$ cat src/rtl/iomem_dbg_pkg.sv
// Shared constants and state encoding for the iomem debug bridge.
package iomem_dbg_pkg;

  localparam logic [7:0] OP_WRITE = 8'h57;
  localparam logic [7:0] OP_READ  = 8'h52;

  localparam logic [7:0] RSP_ACK = 8'h4B;
  localparam logic [7:0] RSP_ERR = 8'h3F;
  localparam logic [7:0] RSP_TMO = 8'h54;

  typedef enum logic [2:0] {
    ST_IDLE,
    ST_ADDR,
    ST_STRB,
    ST_DATA,
    ST_BUS,
    ST_RESP
  } state_t;

endpackage

$ cat src/rtl/iomem_dbg_rsp_ser.sv
// Response serializer: emits 1 or 4 bytes MSB first over a valid/ready handshake.
module iomem_dbg_rsp_ser
  import iomem_dbg_pkg::*;
(
  input  logic        clk,
  input  logic        reset,
  input  logic        load,
  input  logic        load_four,
  input  logic [31:0] load_data,
  input  logic        rsp_ready,
  output logic        rsp_valid,
  output logic [7:0]  rsp_data,
  output logic        last_done
);

  logic [31:0] sh_q;
  logic [2:0]  left_q;
  logic        fire;

  assign rsp_valid = (left_q != 3'd0);
  assign rsp_data  = sh_q[31:24];
  assign fire      = rsp_valid && rsp_ready;
  assign last_done = fire && (left_q == 3'd1);

  // A single-byte response is loaded into the top byte so both lengths share one path.
  always_ff @(posedge clk) begin
    if (reset) begin
      sh_q   <= 32'h0;
      left_q <= 3'd0;
    end else if (load) begin
      sh_q   <= load_data;
      left_q <= load_four ? 3'd4 : 3'd1;
    end else if (fire) begin
      sh_q   <= {sh_q[23:0], 8'h00};
      left_q <= left_q - 3'd1;
    end
  end

endmodule

$ cat src/rtl/iomem_dbg_master.sv
// Byte-stream debug bridge issuing single iomem transactions from host commands.
// Optional bus timeout enabled by defining IOMEM_DBG_TIMEOUT_EN.
module iomem_dbg_master
  import iomem_dbg_pkg::*;
#(
  parameter int unsigned TIMEOUT_CYCLES = 1024
)(
  input  logic        clk,
  input  logic        reset,
  input  logic        cmd_valid,
  output logic        cmd_ready,
  input  logic [7:0]  cmd_data,
  output logic        rsp_valid,
  input  logic        rsp_ready,
  output logic [7:0]  rsp_data,
  output logic        iomem_valid,
  input  logic        iomem_ready,
  output logic [3:0]  iomem_wstrb,
  output logic [31:0] iomem_addr,
  output logic [31:0] iomem_wdata,
  input  logic [31:0] iomem_rdata,
  output logic        busy
);

  // state   | meaning
  // IDLE    | waiting for opcode byte
  // ADDR    | shifting in 4 address bytes
  // STRB    | latching write strobe nibble
  // DATA    | shifting in 4 write data bytes
  // BUS     | iomem_valid high, waiting for iomem_ready
  // RESP    | serializer draining the response

  if (TIMEOUT_CYCLES < 2 || TIMEOUT_CYCLES > 65535) begin : g_bad_timeout
    $error("TIMEOUT_CYCLES must be within 2..65535");
  end

  state_t      state_q, state_d;
  logic        is_write_q;
  logic [1:0]  cnt_q;
  logic [31:0] addr_q;
  logic [31:0] wdata_q;
  logic [3:0]  wstrb_q;
  logic        cmd_fire;
  logic        tmo_hit;
  logic        ser_load;
  logic        ser_four;
  logic [31:0] ser_data;
  logic        ser_done;

  assign cmd_ready = !reset && (state_q == ST_IDLE || state_q == ST_ADDR ||
                                state_q == ST_STRB || state_q == ST_DATA);
  assign cmd_fire    = cmd_valid && cmd_ready;
  assign iomem_valid = (state_q == ST_BUS);
  assign iomem_addr  = addr_q;
  assign iomem_wdata = wdata_q;
  assign iomem_wstrb = wstrb_q;
  assign busy        = (state_q != ST_IDLE);

`ifdef IOMEM_DBG_TIMEOUT_EN
  localparam logic [15:0] TMO_LAST = 16'(TIMEOUT_CYCLES - 1);
  logic [15:0] tmo_cnt_q;

  always_ff @(posedge clk) begin
    if (reset || state_q != ST_BUS) tmo_cnt_q <= 16'h0;
    else                            tmo_cnt_q <= tmo_cnt_q + 16'h1;
  end

  assign tmo_hit = (state_q == ST_BUS) && (tmo_cnt_q == TMO_LAST);
`else
  assign tmo_hit = 1'b0;
`endif

  always_ff @(posedge clk) begin
    if (reset) state_q <= ST_IDLE;
    else       state_q <= state_d;
  end

  always_comb begin
    state_d  = state_q;
    ser_load = 1'b0;
    ser_four = 1'b0;
    ser_data = 32'h0;
    case (state_q)
      ST_IDLE: begin
        if (cmd_fire) begin
          if (cmd_data == OP_WRITE || cmd_data == OP_READ) begin
            state_d = ST_ADDR;
          end else begin
            state_d  = ST_RESP;
            ser_load = 1'b1;
            ser_data = {RSP_ERR, 24'h0};
          end
        end
      end
      ST_ADDR: begin
        if (cmd_fire && cnt_q == 2'd3) state_d = is_write_q ? ST_STRB : ST_BUS;
      end
      ST_STRB: begin
        if (cmd_fire) state_d = ST_DATA;
      end
      ST_DATA: begin
        if (cmd_fire && cnt_q == 2'd3) state_d = ST_BUS;
      end
      ST_BUS: begin
        // Ready takes priority over a timeout landing on the same edge.
        if (iomem_ready) begin
          state_d  = ST_RESP;
          ser_load = 1'b1;
          ser_four = !is_write_q;
          ser_data = is_write_q ? {RSP_ACK, 24'h0} : iomem_rdata;
        end else if (tmo_hit) begin
          state_d  = ST_RESP;
          ser_load = 1'b1;
          ser_data = {RSP_TMO, 24'h0};
        end
      end
      ST_RESP: begin
        if (ser_done) state_d = ST_IDLE;
      end
      default: state_d = ST_IDLE;
    endcase
  end

  // Strobe cleared on every opcode so a read always reaches the bus with wstrb=0.
  always_ff @(posedge clk) begin
    if (reset) begin
      is_write_q <= 1'b0;
      cnt_q      <= 2'd0;
      addr_q     <= 32'h0;
      wdata_q    <= 32'h0;
      wstrb_q    <= 4'h0;
    end else if (cmd_fire) begin
      case (state_q)
        ST_IDLE: begin
          is_write_q <= (cmd_data == OP_WRITE);
          cnt_q      <= 2'd0;
          wstrb_q    <= 4'h0;
        end
        ST_ADDR: begin
          addr_q <= {addr_q[23:0], cmd_data};
          cnt_q  <= cnt_q + 2'd1;
        end
        ST_STRB: wstrb_q <= cmd_data[3:0];
        ST_DATA: begin
          wdata_q <= {wdata_q[23:0], cmd_data};
          cnt_q   <= cnt_q + 2'd1;
        end
        default: ;
      endcase
    end
  end

  iomem_dbg_rsp_ser u_rsp_ser (
    .clk       (clk),
    .reset     (reset),
    .load      (ser_load),
    .load_four (ser_four),
    .load_data (ser_data),
    .rsp_ready (rsp_ready),
    .rsp_valid (rsp_valid),
    .rsp_data  (rsp_data),
    .last_done (ser_done)
  );

endmodule

$ cat config.mk
export PLATFORM = sky130hd
export DESIGN_NAME = iomem_dbg_master
export DESIGN_NICKNAME = d
export VERILOG_FILES = /design/src/rtl/iomem_dbg_pkg.sv /design/src/rtl/iomem_dbg_rsp_ser.sv /design/src/rtl/iomem_dbg_master.sv
export SDC_FILE = /design/constraint.sdc
export NUM_CORES = 1
export LEC_CHECK = 0
export BUFFER_PORTS_ARGS = -buffer_cell sky130_fd_sc_hd__clkbuf_2
export CORE_MARGIN = 2
export CORE_UTILIZATION = 31
export CTS_CLUSTER_SIZE = 10
export DETAILED_ROUTE_END_ITERATION = 10
export GPL_TIMING_DRIVEN = 0
export PLACE_DENSITY = 0.6
export SYNTH_ARGS = -nofsm -noshare
export SYNTH_HDL_FRONTEND = slang
export SYNTH_SLANG_ARGS = --single-unit
export TNS_END_PERCENT = 50
$ cat constraint.sdc
create_clock -name clk -period 1.6 [get_ports clk]
set_input_delay 0.16 -clock clk [delete_from_list [all_inputs] [get_ports clk]]
set_output_delay 0.16 -clock clk [all_outputs]
set_load 0.02 [all_outputs]
-- Yosys cells after proc, flatten, opt, wreduce, memory -nomap -nowiden
Cells that the tools add are included.
- register bits: 109
- latch bits: 0
- RAM bits: 0
- ROM bits: 0
- output and inout port bits: 80
- memories: 0
- add/sub/neg operators: 2
- multiply operators: 0
- div/mod/pow operators: 0
- order comparisons: 0
- equal/unequal tests: 15
- shift-type cells: 0
- multiplexer cells: 27
- bitwise operators: 0
- reductions and logical operators: 24
- operators with widths (cell ; number):
    $mux 32 ; 4
    $pmux 32 s2 ; 1
    $mux 30 ; 2
    $mux 3 ; 11
    $pmux 3 s6 ; 1
    $eq 8x7->1 const B ; 2
    $reduce_and 2->1 ; 5
    $pmux 4 s2 ; 1
    $eq 3x1->1 const B ; 2
    $eq 3x2->1 const B ; 2
    $eq 3x3->1 const B ; 2
    $ne 2x1->1 const B ; 3
    $ne 2x2->1 const B ; 3
    $reduce_and 6->1 ; 1
    $reduce_bool 2->1 ; 3
    $reduce_bool 3->1 ; 2
    $logic_and 1x1->1 ; 5
    $mux 1 ; 5
    $logic_or 1x1->1 ; 4
    $pmux 2 s2 ; 1
    $logic_not 3->1 ; 1
    $sub 3x1->3 const B ; 1
    $add 2x1->2 const B ; 1
    $eq 2x2->1 const B ; 1
    3 further kinds ; 4

-- Longest topological paths before layout
Gate-level depths: netlist of the first run.
- word-level depth: 9
- mapped depth: 9
- gate-level depth less buffers: 7

-- Hierarchy
A second synthesis of the first run with hierarchy kept.
- cell total of the unflattened synthesis: 625
- area total of the unflattened synthesis: 5047.3 sq um
- modules (own cells, without submodules) (module ; instances ; cells an instance ; area each (sq um) ; sequential area each (sq um)):
    iomem_dbg_master ; 1 ; 410 ; 3248.1 ; 1481.4
    iomem_dbg_rsp_ser ; 1 ; 215 ; 1799.2 ; 700.7

-- Worst setup path after synthesis of the first run
No wires, ideal clock.
- path kind: reg-to-reg
- from: register state_q[2]
- to: register u_rsp_ser.sh_q[20]
- arrival: 1.711 ns
- slack: -0.206 ns
- cell stages (with the launch flop): 8
- buffers on the path: 2
- clock period less this slack: 1.806 ns
- path through: dfxtp_1 > buf_4 > nor3b_2 > nand2_1 > nor2_4 > buf_2 > nand2_1 > a221oi_1
- elaborated cells between the ends (all ways): 16
- those cells by class: 4 x eq/ne; 5 x mux; 7 x reduce/logical
- RTL lines (item ; RTL line ; source):
    start, declared ; iomem_dbg_master.sv:37 ; state_t state_q, state_d;
    start signal, assigned ; iomem_dbg_master.sv:75 ; else state_q <= state_d;
    $eq 3x3->1 * ; - ;
    via iomem_valid ; iomem_dbg_master.sv:16 ; output logic iomem_valid,
    $pmux 32 s2 or $pmux 1 s2 (tied branches) ; iomem_dbg_master.sv:83 ; case (state_q)
    $mux 32 or $reduce_bool 2->1 (tied branches) ; - ;
    end signal, assigned ; iomem_dbg_rsp_ser.sv:31 ; sh_q <= load_data;
    end signal, assigned ; iomem_dbg_rsp_ser.sv:34 ; sh_q <= {sh_q[23:0], 8'h00};
    end, declared ; iomem_dbg_rsp_ser.sv:16 ; logic [31:0] sh_q;
Mark *: on every way through the listed nets, which the timed path passes. The rest lies on a longest branch.
A chain may end at the register's enable or synchronous reset.

-- Worst setup path after layout of the first run
- from: register state_q[0]
- to: register u_rsp_ser.sh_q[24]
- longest elaborated chain between the ends: 9
- elaborated cells between the ends (all ways): 16
- those cells by class: 4 x eq/ne; 5 x mux; 7 x reduce/logical
- RTL lines (item ; RTL line ; source):
    $eq 3x1->1 or $logic_not 3->1 (tied branches) ; iomem_dbg_master.sv:50, iomem_dbg_master.sv:83 ;
    $logic_or 1x1->1 (2 in a row) ; iomem_dbg_master.sv:50 ; assign cmd_ready = !reset && (state_q == ST_IDLE || state_q == ST_ADDR ||
    $logic_or 1x1->1 ; iomem_dbg_master.sv:51 ; state_q == ST_STRB || state_q == ST_DATA);
    $logic_and 1x1->1 ; iomem_dbg_master.sv:50 ;
    $logic_and 1x1->1 ; iomem_dbg_master.sv:52 ; assign cmd_fire = cmd_valid && cmd_ready;
    $mux 30 or $mux 1 (tied branches) ; iomem_dbg_master.sv:85 ; if (cmd_fire) begin
    $pmux 32 s2 or $pmux 1 s2 (tied branches) ; iomem_dbg_master.sv:83 ;
    $mux 32 or $reduce_bool 2->1 (tied branches) ; - ;
Several ways; a longest one is shown, not always the timed one.

==> qor.txt, run 1 <==
Synth Net Count: 597
Root Buffer: clkbuf_16
Nets: 754
Ys Warns: 0
leakage power: 2.459 nW
Placer Congestion: 0.8193
overall power: 7.294 mW
Fmax: 0.6158 GHz
worst setup margin: -0.02390 ns
Setup CP Type: reg -> reg
post-route ant nets: 0
maximum VDD drop: 0.5319 mV
critical path cell sequence: or3_4 > nor2_4 > a21oi_4 > buf_6 > nor4_4 > a211oi_2
CTS tree: built
Layout area overhead: 40.41%
via count: 4325
Slowest cell on crit path: or3_4
CP startpoint kind: register
largest net degree at the start of global routing: 18
Final min period: 1.624 ns
crit-path leading delay family: simple AND/OR/NAND/NOR gates
Synth async-reset ratio: 0%
HPWL Detailed: 9692 um
global route overflow: 0
startpoint of the worst hold path: iomem_rdata[9]
Cell Pwr Density: 1163 nW/um^2
RSZ-0062 raised after global routing: true
First-pass DRT Iterations: 4
class of the tightest hold or removal check: in -> reg
cts bufs inserted: 9
Post-synth EDFFs: 0
drt drc: 0
cts hold-fix bufs: 0
CTS clk-pin slew, worst paths: 0.07 ns
first-pass GRT wire length: 20620 um
multi-input logic area: 2312 sq um
Core ar.: 13990 sq um
I/O pin total: 125
CP Buf/Inv Count: 1
Via density: 4.860
# port buffers: 124
Die ar.: 15390 sq um
Antenna diodes: 0
synthesized area: 4468 sq um
Initial Util: 31.94%
Fin. Hold Viols: 0
Worst Max-Slew Pin Slew: 0.6747 ns
#FFs+latches synth: 109
sequential area share after synthesis: 48.84%
Max Slew Vio Count: 0
row cnt: 43
Iteration-0 DRC Markers: 196
Setup Viol. Count Final: 2
# fillers: 1388
Top FF cell, synth: dfxtp_1
failing checks: negative setup slack
Tcrit/Tclk final: 101.5%
Clock Sinks: 109
Arrival @ worst endpoint: 1.84 ns
Worst-Skew Late Latency: 0.35 ns
WL final: 13250 um
setup TNS: -0.02516 ns
Avg WL per Cell: 14.89 um
Critical Path Fanout Max: 7
hold_ws: 0.03864 ns
vias in the first global route: 4130
Rel. slew slack: 55.02%
initial antenna violation count: 0
crit end category: register
Distinct cells, synth: 43
max cap viols: 0
Die Wd: 124.1 um
Worst Path Required: 1.81 ns
H-tree depth: 3
FF+latch area: 2193 sq um
post-synthesis average cell area: 8.153 sq um
Total GRT Usage: 17.34%
clock skew: 0.01214 ns
clock tree buffer depth: 2
critical path's largest stage delay: 0.41 ns
cells after synthesis: 548
Worst Setup SP: state_q[0]
status: finished with violations
worst r2r src: state_q[0]
die height: 124.1 um
fraction of final layout cells sized beyond drive strength 1: 38.17%
stage by stage:
stage                     utilization (%)  cell area, sq um  setup WS (ns)  std cells
after floorplan                         -              4621       -0.02433        548
after global placement              39.08              5466        -0.2703        852
after detailed placement            39.08              5466        -0.3271        852
after CTS                           43.64              6105       -0.07726        884
after global routing                44.85              6274       -0.09132        890
final                               44.85              6274       -0.02390        890
flip-flops by register name (all words and copies together) (netlist names):
register          flops
iomem_wdata          32
u_rsp_ser.sh_q       32
iomem_wstrb           4
is_write_q            1
cnt_q                 2
iomem_addr           32
u_rsp_ser.left_q      3
state_q               3
cell type report:
| cell class | instances | area share [%] |
|---|---|---|
| Buffer | 44 | 4.687 |
| Clock buffer | 12 | 3.929 |
| Tap cell | 180 | 3.590 |
| Sequential cell | 109 | 34.96 |
| Timing Repair Buffer | 148 | 13.72 |
| Multi-Input combinational cell | 370 | 36.86 |
| Inverter | 23 | 1.376 |
| Clock inverter | 4 | 0.8775 |
cells in the final DEF, fill, tap and decap left out, types with 3 or more instances in the layout:
| master | synthesis | layout |
|---|---|---|
| nand2_1 | 156 | 153 |
| clkbuf_2 | 0 | 129 |
| dfxtp_1 | 109 | 104 |
| a21oi_1 | 85 | 82 |
| buf_4 | 9 | 24 |
| inv_1 | 23 | 21 |
| a221oi_2 | 0 | 18 |
| nor2_1 | 18 | 17 |
| clkbuf_1 | 26 | 15 |
| buf_6 | 2 | 14 |
| o21ai_2 | 0 | 14 |
| nand3_1 | 11 | 11 |
| clkbuf_16 | 0 | 9 |
| a22oi_2 | 0 | 8 |
| buf_2 | 9 | 5 |
| o21ai_0 | 21 | 4 |
| nand3b_1 | 4 | 4 |
| nor4_4 | 0 | 4 |
| nor2_4 | 2 | 3 |
| mux2_2 | 3 | 3 |
| a21oi_2 | 1 | 3 |
| o21ai_1 | 0 | 3 |
| clkbuf_4 | 0 | 3 |
| ha_1 | 4 | 3 |
| buf_12 | 0 | 3 |
| dfxtp_2 | 0 | 3 |
what timing repair did:
action / in CTS / in global routing
resized for setup: 66 / 45
cloned: 3 / 0
endpoints found under the setup margin: 96 / 98
pin swaps: 15 / 9
buffers inserted: 13 / 8
worst paths after layout:
| path | depth (start not counted) | endpoint | slack, ns |
|---|---|---|---|
| worst max-delay path | 6 | u_rsp_ser.sh_q[24] | -0.02 |
| worst min-delay path | 3 | u_rsp_ser.sh_q[9] | 0.04 |
| worst max register to register | 6 | u_rsp_ser.sh_q[24] | -0.02 |
| worst min register to register | 2 | iomem_wdata[31] | 0.46 |
synthesized netlist by cell type, types with 4 or more instances:
cell | number | area, sq um
buf_2 | 9 | 45.04
nand2_1 | 156 | 585.6
dfxtp_1 | 109 | 2182
nand3b_1 | 4 | 30.03
buf_4 | 9 | 67.56
nand3_1 | 11 | 55.05
clkbuf_1 | 26 | 97.59
nor2_1 | 18 | 67.56
a22oi_1 | 8 | 60.06
a221oi_1 | 18 | 157.7
nor4_1 | 4 | 25.02
o21ai_0 | 21 | 105.1
inv_1 | 23 | 86.33
a21oi_1 | 85 | 425.4
ha_1 | 4 | 50.05
cell families after synthesis:
group | synth area share (%)
xor gates and xnor gates | 0.5602
buffers and inverters | 7.140
adders and majority gates | 1.120
AOI/OAI and AO/OA | 19.24
DFF | 48.84
muxes | 0.9801
and+or+nand+nor | 22.12
tightest hold or removal path: stages:
cell and delay [ns]:
clkbuf_2 0.08, nand2_1 0.06, a221oi_2 0.05
metal layers:
metal	up-vias	wire length, um	GRT usage [%]
met3	11	663	4.121
met2	97	6345	27.39
met1	2054	6045	22.77
met5	-	0	0
li1	2163	-	-
met4	0	196	6.952
report_power, final:
group          internal [mW]  leakage [nW]  switching (mW)
clock                   1.27         0.143           0.998
sequential              2.91         0.886           0.134
combinational          0.911          1.43            1.07
total                   5.09          2.46            2.20
Power figures use the tool's default switching activity.
==> run 2, diff against run 1 <==
==> constraint.sdc (replaced) <==
create_clock -name clk -period 1.6 [get_ports clk]
set_input_delay 0.24 -clock clk [delete_from_list [all_inputs] [get_ports clk]]
set_output_delay 0.24 -clock clk [all_outputs]
set_load 0.02 [all_outputs]
==> run 2 against run 1 <==
Against the previous run: the run still ends with negative setup slack left; utilization fell by 0.21 points; clock power barely moved; cell count rose by 0.67%; combinational power barely moved; sequential cell count did not move; first-iteration DRC count fell by 25%; register-to-register slack got worse by 0.08 ns; final area fell by 0.48%; sequential power barely moved; setup slack got worse by 0.078 ns; via count rose by 0.37%; largest cell class unchanged.
==> qor.txt, run 2 (synthesis results as in run 1) <==
status: finished with violations
failing checks: negative setup slack
First-pass DRT Iterations: 5 (+1)
non-filler cells in the finished layout: 896 (+0.67%)
multi-input logic area: 2245 sq um (-2.9%)
Core ar.: 13990 sq um (unchanged)
Worst-Skew Late Latency: 0.35 ns (about the same)
class of the tightest hold or removal check: in -> reg
Fin. Hold Viols: 0 (unchanged)
H-tree depth: 3 (unchanged)
Die ar.: 15390 sq um (unchanged)
worst setup margin: -0.1018 ns (-0.07790 ns)
Setup WS pre-CTS: -0.3913 ns (-0.06426 ns)
most frequent cells in the layout: 151 x nand2_1, 128 x clkbuf_2, 104 x dfxtp_1, 83 x a21oi_1, 38 x buf_4
fraction of final layout cells sized beyond drive strength 1: 37.71% (-0.46 points)
Arrival @ worst endpoint: 1.92 ns (+0.08 ns)
WL final: 13360 um (+0.81%)
CTS tree: built
Avg WL per Cell: 14.91 um (+0.13%)
Layout area overhead: 39.74%
via count: 4341 (+0.37%)
Reg2Reg Depth: 7 (+1)
overall power: 7.272 mW (-0.29%)
clock tree buffer depth: 2 (unchanged)
hold_ws: 0.1098 ns (+0.07119 ns)
# port buffers: 124 (unchanged)
maximum VDD drop: 0.5063 mV (-4.8%)
row cnt: 43 (unchanged)
crit end category: register
Tcrit/Tclk final: 106.4% (+4.9 points)
placed insts: 852 (unchanged)
clock skew: 0.01053 ns (-0.001613 ns)
Worst Max-Slew Pin Slew: 0.6754 ns (+0.0007070 ns)
Setup Viol. Count Final: 16 (+14)
Total GRT Usage: 17.57% (+0.23 points)
vias in the first global route: 4149 (+0.46%)
CTS clk-pin slew, worst paths: 0.07 ns (about the same)
Clock Sinks: 109 (unchanged)
Final min period: 1.702 ns (+0.07790 ns)
max cap viols: 0 (unchanged)
HPWL Detailed: 9692 um (unchanged)
die height: 124.1 um (unchanged)
Rel. slew slack: 54.97% (about the same)
commonest non-fill, non-tap cell in the layout: nand2_1
Worst Path Required: 1.82 ns (about the same)
startpoint of the worst hold path: iomem_rdata[9]
drt drc: 0 (unchanged)
Antenna diodes: 0 (unchanged)
Cell Pwr Density: 1165 nW/um^2 (+0.19%)
Max Slew Vio Count: 0 (unchanged)
r2r endpoint: u_rsp_ser.sh_q[27]
Die Wd: 124.1 um (unchanged)
global route overflow: 0 (unchanged)
Critical Path Fanout Max: 7 (unchanged)
R2R setup slack: -0.10 ns (-0.08 ns)
I/O pin total: 125 (unchanged)
CP startpoint kind: register
first-pass GRT wire length: 20870 um (+1.2%)
Via density: 4.845 (-0.30%)
Nets: 760 (+0.80%)
Iteration-0 DRC Markers: 147 (-25%)
hold path depth: 3 (unchanged)
RSZ-0062 raised after global routing: true
# fillers: 1393 (+0.36%)
post-route ant nets: 0 (unchanged)
cts bufs inserted: 9 (unchanged)
worst r2r src: state_q[0]
Initial Util: 31.94% (unchanged)
Setup CP Type: reg -> reg
Root Buffer: clkbuf_16
FF+latch area: 2193 sq um (unchanged)
hold endpoint: u_rsp_ser.sh_q[9]
leakage power: 2.473 nW (+0.56%)
largest net degree at the start of global routing: 18 (unchanged)
Fmax: 0.5876 GHz (-4.6%)
initial antenna violation count: 0 (unchanged)
Placer Congestion: 0.8193 (unchanged)
-- run 2: changes by cell type in the layout (fill, tap and decap cells not counted), sizes merged --
| cell | delta |
|---|---|
| buf | +10 |
| clkbuf | -4 |
-- run 2: worst max-delay path by stage --
| stage | start | end | slack, ns | depth (start not counted) |
|---|---|---|---|---|
| 5_1_grt | state_q[0] | u_rsp_ser.sh_q[27] | -0.16 | 7 |
| 3_3_place_gp | cmd_data[3] | u_rsp_ser.left_q[0] | -0.35 | 7 |
| 3_5_place_dp | cmd_data[3] | u_rsp_ser.sh_q[17] | -0.39 | 7 |
| 4_1_cts | state_q[0] | u_rsp_ser.sh_q[27] | -0.11 | 8 |
| 2_1_floorplan | state_q[0] | u_rsp_ser.sh_q[0] | -0.02 | 7 |
| 6_report | state_q[0] | u_rsp_ser.sh_q[27] | -0.10 | 7 |
-- run 2: where the power goes --
group	leakage (nW)	switching, mW	total, mW	internal, mW
Clock	0.143	1.00	2.27	1.27
Sequential	0.886	0.126	3.04	2.91
Combinational	1.44	1.04	1.96	0.921
Total	2.47	2.17	7.27	5.10
-- run 2: area by class of cell --
type / instances / area share (%)
clock buffer: 12 / 3.948
tap: 180 / 3.607
clock inverter: 4 / 0.8818
inverter: 23 / 1.383
buffer: 41 / 4.489
multi-input combinational: 370 / 35.95
sequential: 109 / 35.13
timing repair buffer: 157 / 14.61
-- run 2: worst max-delay path: stages (launching register included) --
cell	delay, ns
dfxtp_4	0.37
or3_4	0.40
nor2_4	0.16
buf_6	0.12
a21oi_4	0.07
buf_6	0.16
nor4_4	0.21
a211oi_2	0.07
-- run 2: repair_timing --
item | 4_1_cts | 5_1_grt
endpoints found under the setup margin | 98 | 99
pin swaps | 11 | 10
hold buffers | 0 | 0
buffers inserted | 15 | 15
gates cloned | 3 | 0
gates resized for setup | 45 | 57
-- run 2: metrics by stage --
step           util (%)  instance area, sq um  setup TNS [ns]
2_1_floorplan         -                  4621         -0.5035
3_3_place_gp      39.08                  5466          -19.59
3_5_place_dp      39.08                  5466          -22.32
4_1_cts           42.97                  6011          -2.294
5_1_grt           44.63                  6243          -2.003
6_report          44.63                  6243         -0.3558
-- run 2: metal layers --
metal | vias to the layer above | GRT usage [%] | wire, um
met3 | 15 | 4.029 | 644
li1 | 2171 | - | -
met2 | 96 | 27.87 | 6301
met5 | - | 0 | 0
met1 | 2059 | 23.20 | 6233
met4 | 0 | 6.742 | 179
==> run 3, diff against run 2 <==
==> constraint.sdc (replaced) <==
create_clock -name clk -period 1.6 [get_ports clk]
set_input_delay 0.24 -clock clk [delete_from_list [all_inputs] [get_ports clk]]
set_output_delay 0.24 -clock clk [all_outputs]
set_load 0.05 [all_outputs]
==> run 3 against run 2 <==
Against the previous run: the run still ends with negative setup slack left; sequential cell count unchanged; critical path depth shrank 2; setup slack improved by 0.015 ns; wire length grew 4.6%; hold slack improved by 0.0080 ns; critical path type unchanged; largest power group unchanged.
==> qor.txt, run 3 (synthesis results as in run 1) <==
status: finished with violations
failing checks: negative setup slack
Metal-1 WL: 6174 um (-0.95%)
Die ar.: 15390 sq um (unchanged)
row cnt: 43 (unchanged)
max cap viols: 0 (unchanged)
RSZ-0062 raised after global routing: true
Setup Viol. Count Final: 31 (+15)
Layout area overhead: 41.92%
fraction of final layout cells sized beyond drive strength 1: 38.41% (+0.70 points)
FF+latch area: 2193 sq um (unchanged)
Antenna diodes: 0 (unchanged)
via count: 4389 (+1.1%)
placed insts: 852 (unchanged)
I/O pin total: 125 (unchanged)
P_sw: 2.380 mW (+9.6%)
hold endpoint: u_rsp_ser.sh_q[17]
cts hold-fix bufs: 0 (unchanged)
Core ar.: 13990 sq um (unchanged)
initial antenna violation count: 0 (unchanged)
Rel. slew slack: 48.69% (-6.3 points)
drt drc: 0 (unchanged)
Clk network pwr share: 29.0% (-2.2 points)
die height: 124.1 um (unchanged)
multi-input logic area: 2305 sq um (+2.7%)
CTS tree: built
Tcrit/Tclk final: 105.4% (-0.95 points)
clock tree buffer depth: 2 (unchanged)
Root Buffer: clkbuf_16
crit end category: register
post-route ant nets: 0 (unchanged)
Cell Pwr Density: 1175 nW/um^2 (+0.91%)
commonest non-fill, non-tap cell in the layout: nand2_1
Max Slew Vio Count: 0 (unchanged)
Initial Util: 31.94% (unchanged)
Worst Max-Slew Pin Slew: 0.7697 ns (+0.09430 ns)
Placer Congestion: 0.8049 (-1.8%)
met3 WL: 846 um (+31%)
# port buffers: 124 (unchanged)
sequential share of power: 40.8% (-1.0 points)
Setup CP Type: reg -> reg
non-filler cells in the finished layout: 896 (unchanged)
first-pass GRT wire length: 21330 um (+2.2%)
First-pass DRT Iterations: 5 (unchanged)
Avg WL per Cell: 15.60 um (+4.6%)
HPWL Detailed: 9748 um (+0.58%)
# fillers: 1381 (-0.86%)
Arrival @ worst endpoint: 1.95 ns (+0.03 ns)
Clock Sinks: 109 (unchanged)
worst setup margin: -0.08663 ns (+0.01517 ns)
cts bufs inserted: 9 (unchanged)
largest net degree at the start of global routing: 16 (-2)
Iteration-0 DRC Markers: 204 (+39%)
r2r endpoint: u_rsp_ser.sh_q[22]
Top Metal Used: met4
global route overflow: 0 (unchanged)
Switching Fraction: 31.93% (+2.1 points)
CP startpoint kind: register
maximum VDD drop: 0.5561 mV (+9.8%)
Total GRT Usage: 18.06% (+0.48 points)
clock skew: 0.009691 ns (-0.0008398 ns)
Setup WS pre-CTS: -0.3878 ns (+0.003532 ns)
hold path depth: 3 (unchanged)
Nets: 761 (+0.13%)
leakage power: 2.489 nW (+0.65%)
vias in the first global route: 4295 (+3.5%)
Worst Path Required: 1.86 ns (+0.04 ns)
Fmax: 0.5929 GHz (+0.90%)
P_int: 5.073 mW (-0.53%)
worst r2r src: state_q[0]
overall power: 7.453 mW (+2.5%)
Die Wd: 124.1 um (unchanged)
startpoint of the worst hold path: iomem_rdata[17]
Via density: 4.898 (+1.1%)
R2R setup slack: -0.09 ns (+0.02 ns)
class of the tightest hold or removal check: in -> reg
H-tree depth: 3 (unchanged)
Critical Path Fanout Max: 7 (unchanged)
met2 routed WL: 6707 um (+6.4%)
Fin. Hold Viols: 0 (unchanged)
most frequent cells in the layout: 149 x nand2_1, 123 x clkbuf_2, 104 x dfxtp_1, 83 x a21oi_1, 36 x buf_4
Final min period: 1.687 ns (-0.01517 ns)
Worst-Skew Late Latency: 0.35 ns (about the same)
CTS clk-pin slew, worst paths: 0.07 ns (about the same)
Logic pwr share: 30.2% (+3.2 points)
WL final: 13980 um (+4.6%)
Reg2Reg Depth: 5 (-2)
-- run 3: cell types whose count changed in the layout (fill, tap and decap cells not counted), moves of 4 or more --
cell,previous run,this run
a221oi_1,5,0
o21ai_0,7,12
o21ai_2,9,4
clkbuf_2,128,123
a221oi_2,13,17
-- run 3: layout make-up --
cell class | count | area share, %
clock inverter | 1 | 0.07893
tap | 180 | 3.552
buffer | 42 | 4.637
sequential | 109 | 34.59
timing repair buffer | 157 | 15.07
multi-input combinational | 370 | 36.35
clock buffer | 14 | 4.321
inverter | 23 | 1.401
-- run 3: through the flow --
step	instance area, sq um	utilization [%]	setup TNS [ns]	hold slack, ns
2_1_floorplan	4493	-	-6.204	0.3760
3_3_place_gp	5339	38.17	-21.68	0.4437
3_5_place_dp	5339	38.17	-24.46	0.4488
4_1_cts	6077	43.44	-2.091	0.1119
5_1_grt	6341	45.33	-3.720	0.1100
6_report	6341	45.33	-1.233	0.1178
-- run 3: critical path, cell delays in order, from the launching register on --
cell,delay [ns]
dfxtp_4,0.38
or3_4,0.40
nor2_4,0.21
a211oi_4,0.14
buf_6,0.17
a221oi_4,0.28
-- run 3: worst max-delay path by stage --
stage / from / endpoint / cells after the start
floorplan: state_q[2] / u_rsp_ser.sh_q[20] / 7
global placement: cmd_data[3] / u_rsp_ser.sh_q[22] / 7
detailed placement: state_q[2] / u_rsp_ser.sh_q[27] / 7
CTS: state_q[0] / u_rsp_ser.sh_q[20] / 7
global route: u_rsp_ser.left_q[0] / u_rsp_ser.sh_q[0] / 8
finish: state_q[0] / u_rsp_ser.sh_q[22] / 5
-- run 3: power groups by stage --
stage	logic, mW	registers (mW)	clock network (mW)
floorplan	1.13	3.06	0
global placement	1.48	3.07	0
finish	2.25	3.04	2.16
CTS	2.03	3.02	2.20
global route	2.40	3.06	2.31
detailed placement	1.52	3.07	0
-- run 3: repair_timing --
action | 4_1_cts | 5_1_grt
resized for setup | 86 | 55
setup endpoints to repair | 100 | 99
cloned | 3 | 0
pin swaps | 34 | 24
setup buffers | 13 | 17
-- run 3: routing by layer --
layer / vias up / GRT usage (%)
met2: 119 / 29.41
met1: 2085 / 23.15
met3: 18 / 5.037
met5: - / 0
li1: 2167 / -
met4: 0 / 5.688
